## config.mk

```make
export PLATFORM = sky130hd
export DESIGN_NAME = mem_responder
export DESIGN_NICKNAME = d
export VERILOG_FILES = /design/src/rtl/mem_pkg.sv /design/src/rtl/ram_1rw.sv /design/src/rtl/mem_responder.sv
export SDC_FILE = /design/constraint.sdc
export NUM_CORES = 2
export LEC_CHECK = 0
export CAP_MARGIN = 25
export CORE_MARGIN = 2
export CORE_UTILIZATION = 35
export CTS_CLUSTER_DIAMETER = 80
export DETAILED_ROUTE_END_ITERATION = 6
export PLACE_DENSITY_LB_ADDON = 0.15
export SYNTH_ARGS = -nofsm -noshare
export SYNTH_HDL_FRONTEND = slang
export SYNTH_SLANG_ARGS = --single-unit
```

## constraint.sdc

```tcl
create_clock -name clk -period 7.8 [get_ports clk]
set_clock_uncertainty 0.05 [all_clocks]
set_input_delay 1.56 -clock clk [delete_from_list [all_inputs] [get_ports clk]]
set_output_delay 1.56 -clock clk [all_outputs]
set_load 0.01 [all_outputs]
```

## src/rtl/mem_pkg.sv

```systemverilog
// -----------------------------------------------------------------------------
// mem_pkg
// Shared definitions for the memory command interface and the memory-side
// responder:
//   mem_cmd_t     command encoding on mem_cmd (2'b11 is reserved, acts as NONE)
//   resp_state_t  responder FSM states
//   MMIO_*_ADDR   word addresses of the switch input and LED register
//   CNT_W         width of the read wait-state counter (RD_LAT up to 8)
// -----------------------------------------------------------------------------
package mem_pkg;

  typedef enum logic [1:0] {
    MEM_NONE  = 2'b00,
    MEM_READ  = 2'b01,
    MEM_WRITE = 2'b10
  } mem_cmd_t;

  typedef enum logic [1:0] {
    ST_IDLE,
    ST_RD_WAIT,
    ST_RD_RESP,
    ST_WR_ACK
  } resp_state_t;

  localparam int unsigned MMIO_SW_ADDR  = 32'h140;
  localparam int unsigned MMIO_LED_ADDR = 32'h100;

  // Holds RD_LAT-2, i.e. at most 6.
  localparam int CNT_W = 3;

endpackage

```

## src/rtl/ram_1rw.sv

```systemverilog
// -----------------------------------------------------------------------------
// ram_1rw
// Synchronous single-port RAM with a registered read port. The read register
// only updates on a read access (en=1, we=0), so it holds its value across
// writes and idle cycles.
// Ports:
//   clk    clock
//   en     access enable
//   we     write enable (qualified by en)
//   addr   word address
//   wdata  write data
//   rdata  registered read data
// -----------------------------------------------------------------------------
module ram_1rw #(
  parameter int AW = 8,
  parameter int DW = 16
) (
  input  logic          clk,
  input  logic          en,
  input  logic          we,
  input  logic [AW-1:0] addr,
  input  logic [DW-1:0] wdata,
  output logic [DW-1:0] rdata
);

  logic [DW-1:0] mem [0:(1<<AW)-1];

  // NOTE: the array and its read register carry no reset; a reset term would
  // stop the array mapping onto a RAM macro and its contents are undefined
  // after power-up anyway.
  always_ff @(posedge clk) begin
    if (en) begin
      if (we) mem[addr] <= wdata;
      else    rdata     <= mem[addr];
    end
  end

endmodule

```

## src/rtl/mem_responder.sv

```systemverilog
// -----------------------------------------------------------------------------
// mem_responder
// Memory-side end of the mem_cmd/mem_addr bus. Accepts READ/WRITE commands in
// IDLE, services them from an internal RAM (lower half of the address space)
// or optional memory-mapped I/O, and returns read data RD_LAT cycles after
// the accept edge. Commands arriving while busy are ignored; a command held
// on mem_cmd is re-accepted each time the FSM is back in IDLE.
//
// Build option: define MEM_RESPONDER_MMIO_EN to map the switch inputs at
// MMIO_SW_ADDR (read-only) and an 8-bit LED register at MMIO_LED_ADDR.
// Without it, ledr is tied low, sw is ignored and the upper half is unmapped.
//
// Ports:
//   clk         clock, rising edge
//   reset       asynchronous, active-low reset
//   mem_cmd     00 NONE, 01 READ, 10 WRITE, 11 treated as NONE
//   mem_addr    word address, sampled at accept
//   write_data  write data, sampled at accept
//   read_data   read result, holds between reads
//   read_valid  one-cycle pulse, read_data valid
//   write_ack   one-cycle pulse, write retired
//   busy        command in flight (state != IDLE)
//   err         pulses with read_valid/write_ack for an unmapped address
//   sw          switch inputs
//   ledr        LED register
// -----------------------------------------------------------------------------
module mem_responder
  import mem_pkg::*;
#(
  parameter int ADDR_W = 9,
  parameter int DATA_W = 16,
  parameter int RD_LAT = 2
) (
  input  logic              clk,
  input  logic              reset,
  input  logic [1:0]        mem_cmd,
  input  logic [ADDR_W-1:0] mem_addr,
  input  logic [DATA_W-1:0] write_data,
  output logic [DATA_W-1:0] read_data,
  output logic              read_valid,
  output logic              write_ack,
  output logic              busy,
  output logic              err,
  input  logic [7:0]        sw,
  output logic [7:0]        ledr
);

  resp_state_t       state_q, state_d;
  logic [CNT_W-1:0]  cnt_q, cnt_d;
  logic [ADDR_W-1:0] addr_q;
  logic [ADDR_W-1:0] ld_addr;
  logic [DATA_W-1:0] rd_q;
  logic [DATA_W-1:0] mmio_rdata;
  logic [DATA_W-1:0] ram_rdata;
  logic              sel_ram_q;
  logic              err_q, err_d;
  logic              is_read, is_write;
  logic              load, ram_we, ram_en, led_we;
  logic              hit_ram, hit_sw, hit_led, hit_any;
  logic [7:0]        ledr_q;

  // Reserved 2'b11 matches neither and is therefore ignored like NONE.
  assign is_read  = (mem_cmd == MEM_READ);
  assign is_write = (mem_cmd == MEM_WRITE);

  // In IDLE the live bus address is decoded (accept edge); once a read is in
  // flight the latched address is used, so bus changes cannot disturb it.
  assign ld_addr = (state_q == ST_IDLE) ? mem_addr : addr_q;

  assign hit_ram = ~ld_addr[ADDR_W-1];
`ifdef MEM_RESPONDER_MMIO_EN
  assign hit_sw  = (ld_addr == ADDR_W'(MMIO_SW_ADDR));
  assign hit_led = (ld_addr == ADDR_W'(MMIO_LED_ADDR));
`else
  assign hit_sw  = 1'b0;
  assign hit_led = 1'b0;
`endif
  assign hit_any = hit_ram | hit_sw | hit_led;

  // Next-state / control decode.
  always_comb begin
    // NOTE: every variable gets a default before the case so that no path
    // leaves one unassigned, which would otherwise infer a latch.
    state_d = state_q;
    cnt_d   = cnt_q;
    load    = 1'b0;
    ram_we  = 1'b0;
    led_we  = 1'b0;
    err_d   = 1'b0;
    case (state_q)
      ST_IDLE: begin
        if (is_read) begin
          if (RD_LAT == 1) begin
            state_d = ST_RD_RESP;
            load    = 1'b1;
          end else begin
            state_d = ST_RD_WAIT;
            cnt_d   = CNT_W'(RD_LAT - 2);
          end
        end else if (is_write) begin
          // The write commits at the accept edge; WR_ACK only reports it.
          state_d = ST_WR_ACK;
          ram_we  = hit_ram;
          led_we  = hit_led;
          err_d   = ~hit_any;
        end
      end
      ST_RD_WAIT: begin
        if (cnt_q == '0) begin
          state_d = ST_RD_RESP;
          load    = 1'b1;
        end else begin
          cnt_d = cnt_q - CNT_W'(1);
        end
      end
      ST_RD_RESP: state_d = ST_IDLE;
      ST_WR_ACK:  state_d = ST_IDLE;
      default:    state_d = ST_IDLE;
    endcase
    // err is registered on the edge entering RD_RESP/WR_ACK, so it is high
    // for exactly the cycle of the matching pulse.
    if (load) err_d = ~hit_any;
  end

  // The RAM is read on the edge that enters RD_RESP, not at accept, so its
  // output register changes only when read_data is meant to change.
  assign ram_en = ram_we | (load & hit_ram);

  ram_1rw #(
    .AW(ADDR_W - 1),
    .DW(DATA_W)
  ) u_ram (
    .clk  (clk),
    .en   (ram_en),
    .we   (ram_we),
    .addr (ld_addr[ADDR_W-2:0]),
    .wdata(write_data),
    .rdata(ram_rdata)
  );

  // Non-RAM read value; zero for RAM hits and unmapped addresses.
  always_comb begin
    mmio_rdata = '0;
`ifdef MEM_RESPONDER_MMIO_EN
    if (hit_sw)  mmio_rdata = DATA_W'(sw);
    if (hit_led) mmio_rdata = DATA_W'(ledr_q);
`endif
  end

  // NOTE: sequential state uses non-blocking assignments so every flop samples
  // pre-edge values regardless of statement order.
  always_ff @(posedge clk or negedge reset) begin
    if (!reset) begin
      state_q   <= ST_IDLE;
      cnt_q     <= '0;
      addr_q    <= '0;
      rd_q      <= '0;
      sel_ram_q <= 1'b0;
      err_q     <= 1'b0;
    end else begin
      state_q <= state_d;
      cnt_q   <= cnt_d;
      err_q   <= err_d;
      if (state_q == ST_IDLE && is_read) addr_q <= mem_addr;
      if (load) begin
        sel_ram_q <= hit_ram;
        rd_q      <= mmio_rdata;
      end
    end
  end

`ifdef MEM_RESPONDER_MMIO_EN
  always_ff @(posedge clk or negedge reset) begin
    if (!reset)      ledr_q <= '0;
    else if (led_we) ledr_q <= write_data[7:0];
  end
`else
  logic unused_sw;
  assign ledr_q    = '0;
  assign unused_sw = ^{sw, led_we};
`endif

  // read_data is a select between two registers that both update only on the
  // edge entering RD_RESP (RAM output register or MMIO/zero holding register);
  // the select resets low so read_data reads 0 out of reset.
  assign read_data  = sel_ram_q ? ram_rdata : rd_q;
  assign read_valid = (state_q == ST_RD_RESP);
  assign write_ack  = (state_q == ST_WR_ACK);
  assign busy       = (state_q != ST_IDLE);
  assign err        = err_q;
  assign ledr       = ledr_q;

endmodule

```

* Word-level counts from Yosys, hierarchy flattened
Memories as Yosys holds them, arrays and structs flattened. A register that Yosys moved wholly into a read port is not among the register bits. Cells that the tools add are included.
Word-level totals: register bits after elaboration 16, memory bits (writable) 4096, bits of input ports 37, output and inout port bits 28, word-level logic and storage cells 50, memories 1
Operators by class: add/sub/neg operators 1, equal/unequal tests 9, multiplexer cells 21, bitwise gates (word level) 4, reductions and logical operators 9
Memories:
- u_ram.mem | depth 256, width 16, rd ports 1, clocked after memory_dff 1, write ports 1, line ram_1rw.sv:26 | logic [DW-1:0] mem [0:(1<<AW)-1];
Operators with widths (number):
- 2-to-1 mux 16 bit | 1
- 2-to-1 mux 1 bit | 12
- 2-to-1 mux 9 bit | 1
- == test 2 bit, second input constant | 3
- 2-to-1 mux 2 bit | 3
- 2-to-1 mux 3 bit | 2
- inequality test 2 bit, second input constant | 3
- one-hot mux 2 bit (3 select lines) | 1
- one-hot mux 3 bit (2 select lines) | 1
- == test 2 x 1 -> 1 bit, second input constant | 2
- AND reduction 2 bit | 2
- nonzero test 2 bit | 2
- logical NOT 3 bit | 1
- inequality test 3 bit, second input constant | 1
- AND reduction 3 bit | 1
- subtractor 3 x 1 -> 3 bit, second input constant | 1
- logical NOT 2 bit | 1
- inverter 1 bit | 2
- OR reduction 2 bit | 1
- bitwise AND 1 bit | 1
- logical AND 1 bit | 1
- bitwise OR 1 bit | 1

* Depth between registers and ports, before layout
word-level depth 9, depth in mapped cells 11, mapped depth without buffers 8

* Cells and area by module
Synthesis repeated with hierarchy kept, for this count alone.
Second synthesis, totals: cell total of the unflattened synthesis 6807, area, all modules 156301.2 um2
Modules (own cells, without submodules):
- ram_1rw | times used 1, cells each 6705, area each 155236.4 um2, sequential area each 123478.4 um2
- mem_responder | times used 1, cells each 102, area each 1064.8 um2, sequential area each 400.4 um2

* Least setup slack after synthesis
No wires, ideal clock.
path kind input port to flip-flop, start input port mem_addr[1], end memory u_ram.mem[113][0], enable pin, data arrival time 4.043 ns, required time 7.362 ns, setup slack 3.319 ns, stages 8, cells stage by stage or4b_2 > o21ai_1 > buf_2 > buf_2 > buf_2 > nand3_1 > clkbuf_1 > nor2_1
Between the ends: word-level cells in the longest chain between the ends 1
Ends and longest elaborated chain:
- start: declaration | line mem_responder.sv:37 | input logic [ADDR_W-1:0] mem_addr,
- 2-to-1 mux 9 bit | line mem_responder.sv:68 | assign ld_addr = (state_q == ST_IDLE) ? mem_addr : addr_q;
- end: declaration | line ram_1rw.sv:26
Every way passes these cells.

* Final worst setup path
start register state_q[1], end memory u_ram.mem[23][13], enable pin
Between the ends: word-level cells in the longest chain between the ends 9, elaborated cells between the ends (all ways) 13
Ends and longest elaborated chain:
- start: declaration | line mem_responder.sv:48 | resp_state_t state_q, state_d;
- start signal: assignment | line mem_responder.sv:161 | state_q <= state_d;
- logical NOT 2 bit | line mem_responder.sv:68, mem_responder.sv:90
- 2-to-1 mux 9 bit | line mem_responder.sv:68
- inverter 1 bit | line mem_responder.sv:70 | assign hit_ram = ~ld_addr[ADDR_W-1];
- 2-to-1 mux 1 bit | line mem_responder.sv:100 | end else if (is_write) begin
- 2-to-1 mux 1 bit | line mem_responder.sv:92 | if (is_read) begin
- 2-to-1 mux 1 bit | line mem_responder.sv:90 | case (state_q)
- 2-to-1 mux 1 bit / bitwise OR 1 bit (equally long branches) | line ram_1rw.sv:33, mem_responder.sv:127
- 2-to-1 mux 1 bit | line ram_1rw.sv:32 | if (en) begin
- 2-to-1 mux 1 bit (not written as such) | line ram_1rw.sv:33 | if (we) mem[addr] <= wdata;
Several ways; a longest one is shown, not always the timed one.

==> impl_summary.md <==
Clock network
TritonCTS built the clock tree. The post-CTS resize count is 0. The total clock sinks is ~4100. CTS placed an instance of clkbuf_16 at the clock tree root. The number of buffers inserted for hold repair after clock tree synthesis is 0. The TritonCTS buffer count is about 440.

The clock reaches the later pin of the worst-skew pair after 0.98 ns. No sink is reached through more buffers than the 4 on the longest clock path. In this run the number of H-tree levels came out at 5. Clock-pin slew was measured on the worst setup and hold paths at ~0.060 ns. The number of setup buffers added after CTS is 0.

Outcome
The final reports fail on design-rule violations. The flow ran to the end, but the final reports show violations.

Placement
The post-DP HPWL is about 270000 microns. The congestion estimate from routability-driven global placement came to 0.815. The worst setup slack before clock tree synthesis is between 1.5 and 2 ns. The count of buffers from port buffering is 48.

The placed cell area is roughly 160000 sq um. The total placed cells including tap cells is 14300.

Yosys
The share of synthesized area occupied by flip-flops and latches is 0.815. The flip-flop cell with the highest count after synthesis is edfxtp_1. Counting flops and latches in the post-synthesis netlist gives 4128.

The number of flops mapped to enable cells by yosys is slightly above 4000. The top-area cell type share of the netlist area is 0.812. edfxtp_1 takes more of the synthesized area than any other cell. The total standard cell area after synthesis is between 150000 and 200000 sq um. The number of warnings issued by yosys is 0. Counting distinct cell types in the post-synthesis netlist gives 44. The cell count after synthesis is approximately 8600. The commonest cells after synthesis are edfxtp_1 (4112), a22oi_1 (2048), a21oi_1 (1025).

By instance count, the leading cell after synthesis is edfxtp_1. Ranked by total cell area, the synthesized netlist is headed by edfxtp_1 (81%), a22oi_1 (10%), a21oi_1 (3.4%). The post-synthesis average cell area is 17.7 sq um.

The proportion of register bits with asynchronous set or reset after synthesis is 0.00388.

Critical path
The beginning of the worst register-to-register path is state_q[1]. The arrival time at the worst endpoint is ~6.3 ns. The kind of start point of the critical path is a register. The worst register-to-register path has a depth of 11. The delay of the slowest critical-path stage is 0.77 ns. Along the worst path, the maximum fanout reaches 47.

The category of the worst setup path capture point is a register. The count of cell instances traversed by the critical path is 11. For this design, the slowest cell found on the critical path is nor2_4. In this design, the critical path's most frequently occurring cell is buf_4. The critical path is of the register to register type.

The most critical setup path has its endpoint at u_ram.mem[23][13]. The setup slack on the worst flop-to-flop path is around 2.1 ns. The number of buffers and inverters on the critical path is 6. The destination of the worst register-to-register timing path is u_ram.mem[23][13]. The data required time at the worst endpoint is about 8.4 ns. The critical path goes through nor2_4 -> inv_2 -> o21ai_4 -> buf_16 -> buf_12 -> buf_4 -> and2_1 -> nand2_2 -> buf_4 -> nor2_1 -> buf_4.

On the critical path the largest part of the delay comes from simple AND/OR/NAND/NOR gates. Tracing the worst setup path back leads to its startpoint at state_q[1].

Detailed routing
The count of nets left with antenna violations once routing finished came out at 0. The total via count after detailed routing is ~86000. Summed over all layers, the routed wires come to 473000 microns. The remaining routing DRC violations is 1. Using the TritonRoute via totals, the vias-per-cell ratio works out to around 5.7. The total iterations of the first detailed-routing run is 7. In the final routed layout, each cell accounts on average for between 30 and 40 microns.

The first-iteration detailed-routing DRC count is between 9000 and 10000.

GRT
The number of global-route vias before repair is 84300. The total overflow left after global routing is 0. The number of antenna violations at the first check in global routing came to 27. Entering global routing, the biggest net connects ~180 pins. The total global routing track utilization is 0.208. The first global-routing pass estimated approximately 660000 microns of wire.

Die
The number of primary I/O pins is 65. The initialized floorplan defines 242 standard-cell rows. The floorplan step defined a die boundary enclosing roughly 440000 sq um. The area of the core region is 434000 sq um. The effective utilization at floorplan is 0.351. The horizontal die dimension is 663 microns. The die boundary height is around 660 microns.

Hold path
The startpoint identified for the worst hold timing path is cnt_q[2]. The type of the tightest min-delay check is register to register.

Job
Max-cap violations in this run came to 0.

Timing
Setup repair after global routing left no endpoint under its margin. For this run, the top clock speed supported by timing is 0.177 GHz. The hold violation total from the final report is 0.

The setup total negative slack is 0 ns. The final setup slack of the worst path is ~2.1 ns. The setup-violating endpoint count in the final report is 0. The minimum period implied by the final worst setup slack is 5.66 ns. The number of max-slew violations in the final report came to 0. The headroom to the max-slew limit is 0.156. The transition at the pin with the smallest max-transition slack is 1.27 ns. Dividing the final minimum period by the clock period gives 0.726.

Cells and area
The fill cell total of the finished layout is roughly 39000. In the final layout, the share of cells above drive strength 1 is 0.142. The finished cells cover ~180000 sq um.

Compared with the post-synthesis result, the final layout area differs by 16.3%. The final net count is 9109. The area occupied by multi-input gates is between 20000 and 30000 sq um. The sequential cell area in the final layout is ~120000 sq um. The post-layout instance count excluding filler cells is 15200.

Pwr
The peak ir drop on the vdd network is between 400 and 500 uV. Dividing total power by cell area gives a power density of 346 nW/um^2. The leakage power is between 0.05 and 0.06 uW.
-- logic make-up (layout without fill, tap and decap cells) --
| group | Yosys count | in the layout | share of synthesized area |
|---|---|---|---|
| AOI/OAI and AO/OA | 3424 | 3424 | 0.155 |
| adders and majority gates | 4 | 4 | 0.000329 |
| buffers and inverters | 662 | 1486 | 0.0187 |
| DFF | 4128 | 4128 | 0.815 |
| muxes | 9 | 9 | 0.000667 |
| other | 1 | 33 | 0.0000247 |
| and+or+nand+nor | 366 | 366 | 0.0105 |
-- through the flow --
| stage | hold slack, ns | util | power, uW |
|---|---|---|---|
| after floorplan | 0.437 | - | 34000 |
| after global placement | 0.471 | 0.376 | 42000 |
| after detailed placement | 0.486 | 0.376 | 42100 |
| after CTS | 0.501 | 0.407 | 61700 |
| after global routing | 0.533 | 0.408 | 63400 |
| final | 0.502 | 0.408 | 61100 |
-- flip-flops by register name, indices dropped and copies added, names as in the netlist --
register / flops
state_q: 2
u_ram.rdata: 16
cnt_q: 3
err: 1
u_ram.mem: 4096
addr_q: 9
sel_ram_q: 1
-- per-layer routing --
metal | vias up | wire (microns) | track usage
met5 | - | 25 | 0
met4 | 4 | 14800 | 0.0590
met1 | 45400 | 202000 | 0.288
li1 | 37000 | - | -
met3 | 661 | 30400 | 0.0327
met2 | 3059 | 226000 | 0.340
-- placed cells by master (no fill, tap or decap), types with 58 or more instances in the layout --
cell type and count:
edfxtp_1 4112, a22oi_1 2048, a21oi_1 1025, buf_4 531
clkbuf_16 453, o41ai_1 222, nor2_1 221, clkbuf_1 128
clkinv_1 100, clkinv_2 72, buf_12 69, a41oi_1 58
-- where the power goes --
part	internal, uW	switching (uW)
registers	24500	98.8
clock network	11100	8490
logic	4950	11900
total	40600	20500
-- worst min path at each step --
stage	endpoint	slack [ns]	cells past startpoint
2_1_floorplan	cnt_q[1]	0.44	1
3_3_place_gp	cnt_q[1]	0.47	1
3_5_place_dp	cnt_q[2]	0.49	1
4_1_cts	cnt_q[1]	0.50	1
5_1_grt	cnt_q[2]	0.53	1
6_report	cnt_q[2]	0.50	1
-- final cells by class --
| type | instances | share of cell area |
|---|---|---|
| Clock buffer | 581 | 0.0668 |
| Clock inverter | 221 | 0.00941 |
| Timing Repair Buffer | 674 | 0.0353 |
| Inverter | 10 | 0.000212 |
| Multi-Input combinational cell | 3811 | 0.147 |
| Sequential cell | 4128 | 0.701 |
| Antenna cell | 25 | 0.000354 |
| Tap cell | 5734 | 0.0406 |
(Power assumes the default switching activity.)
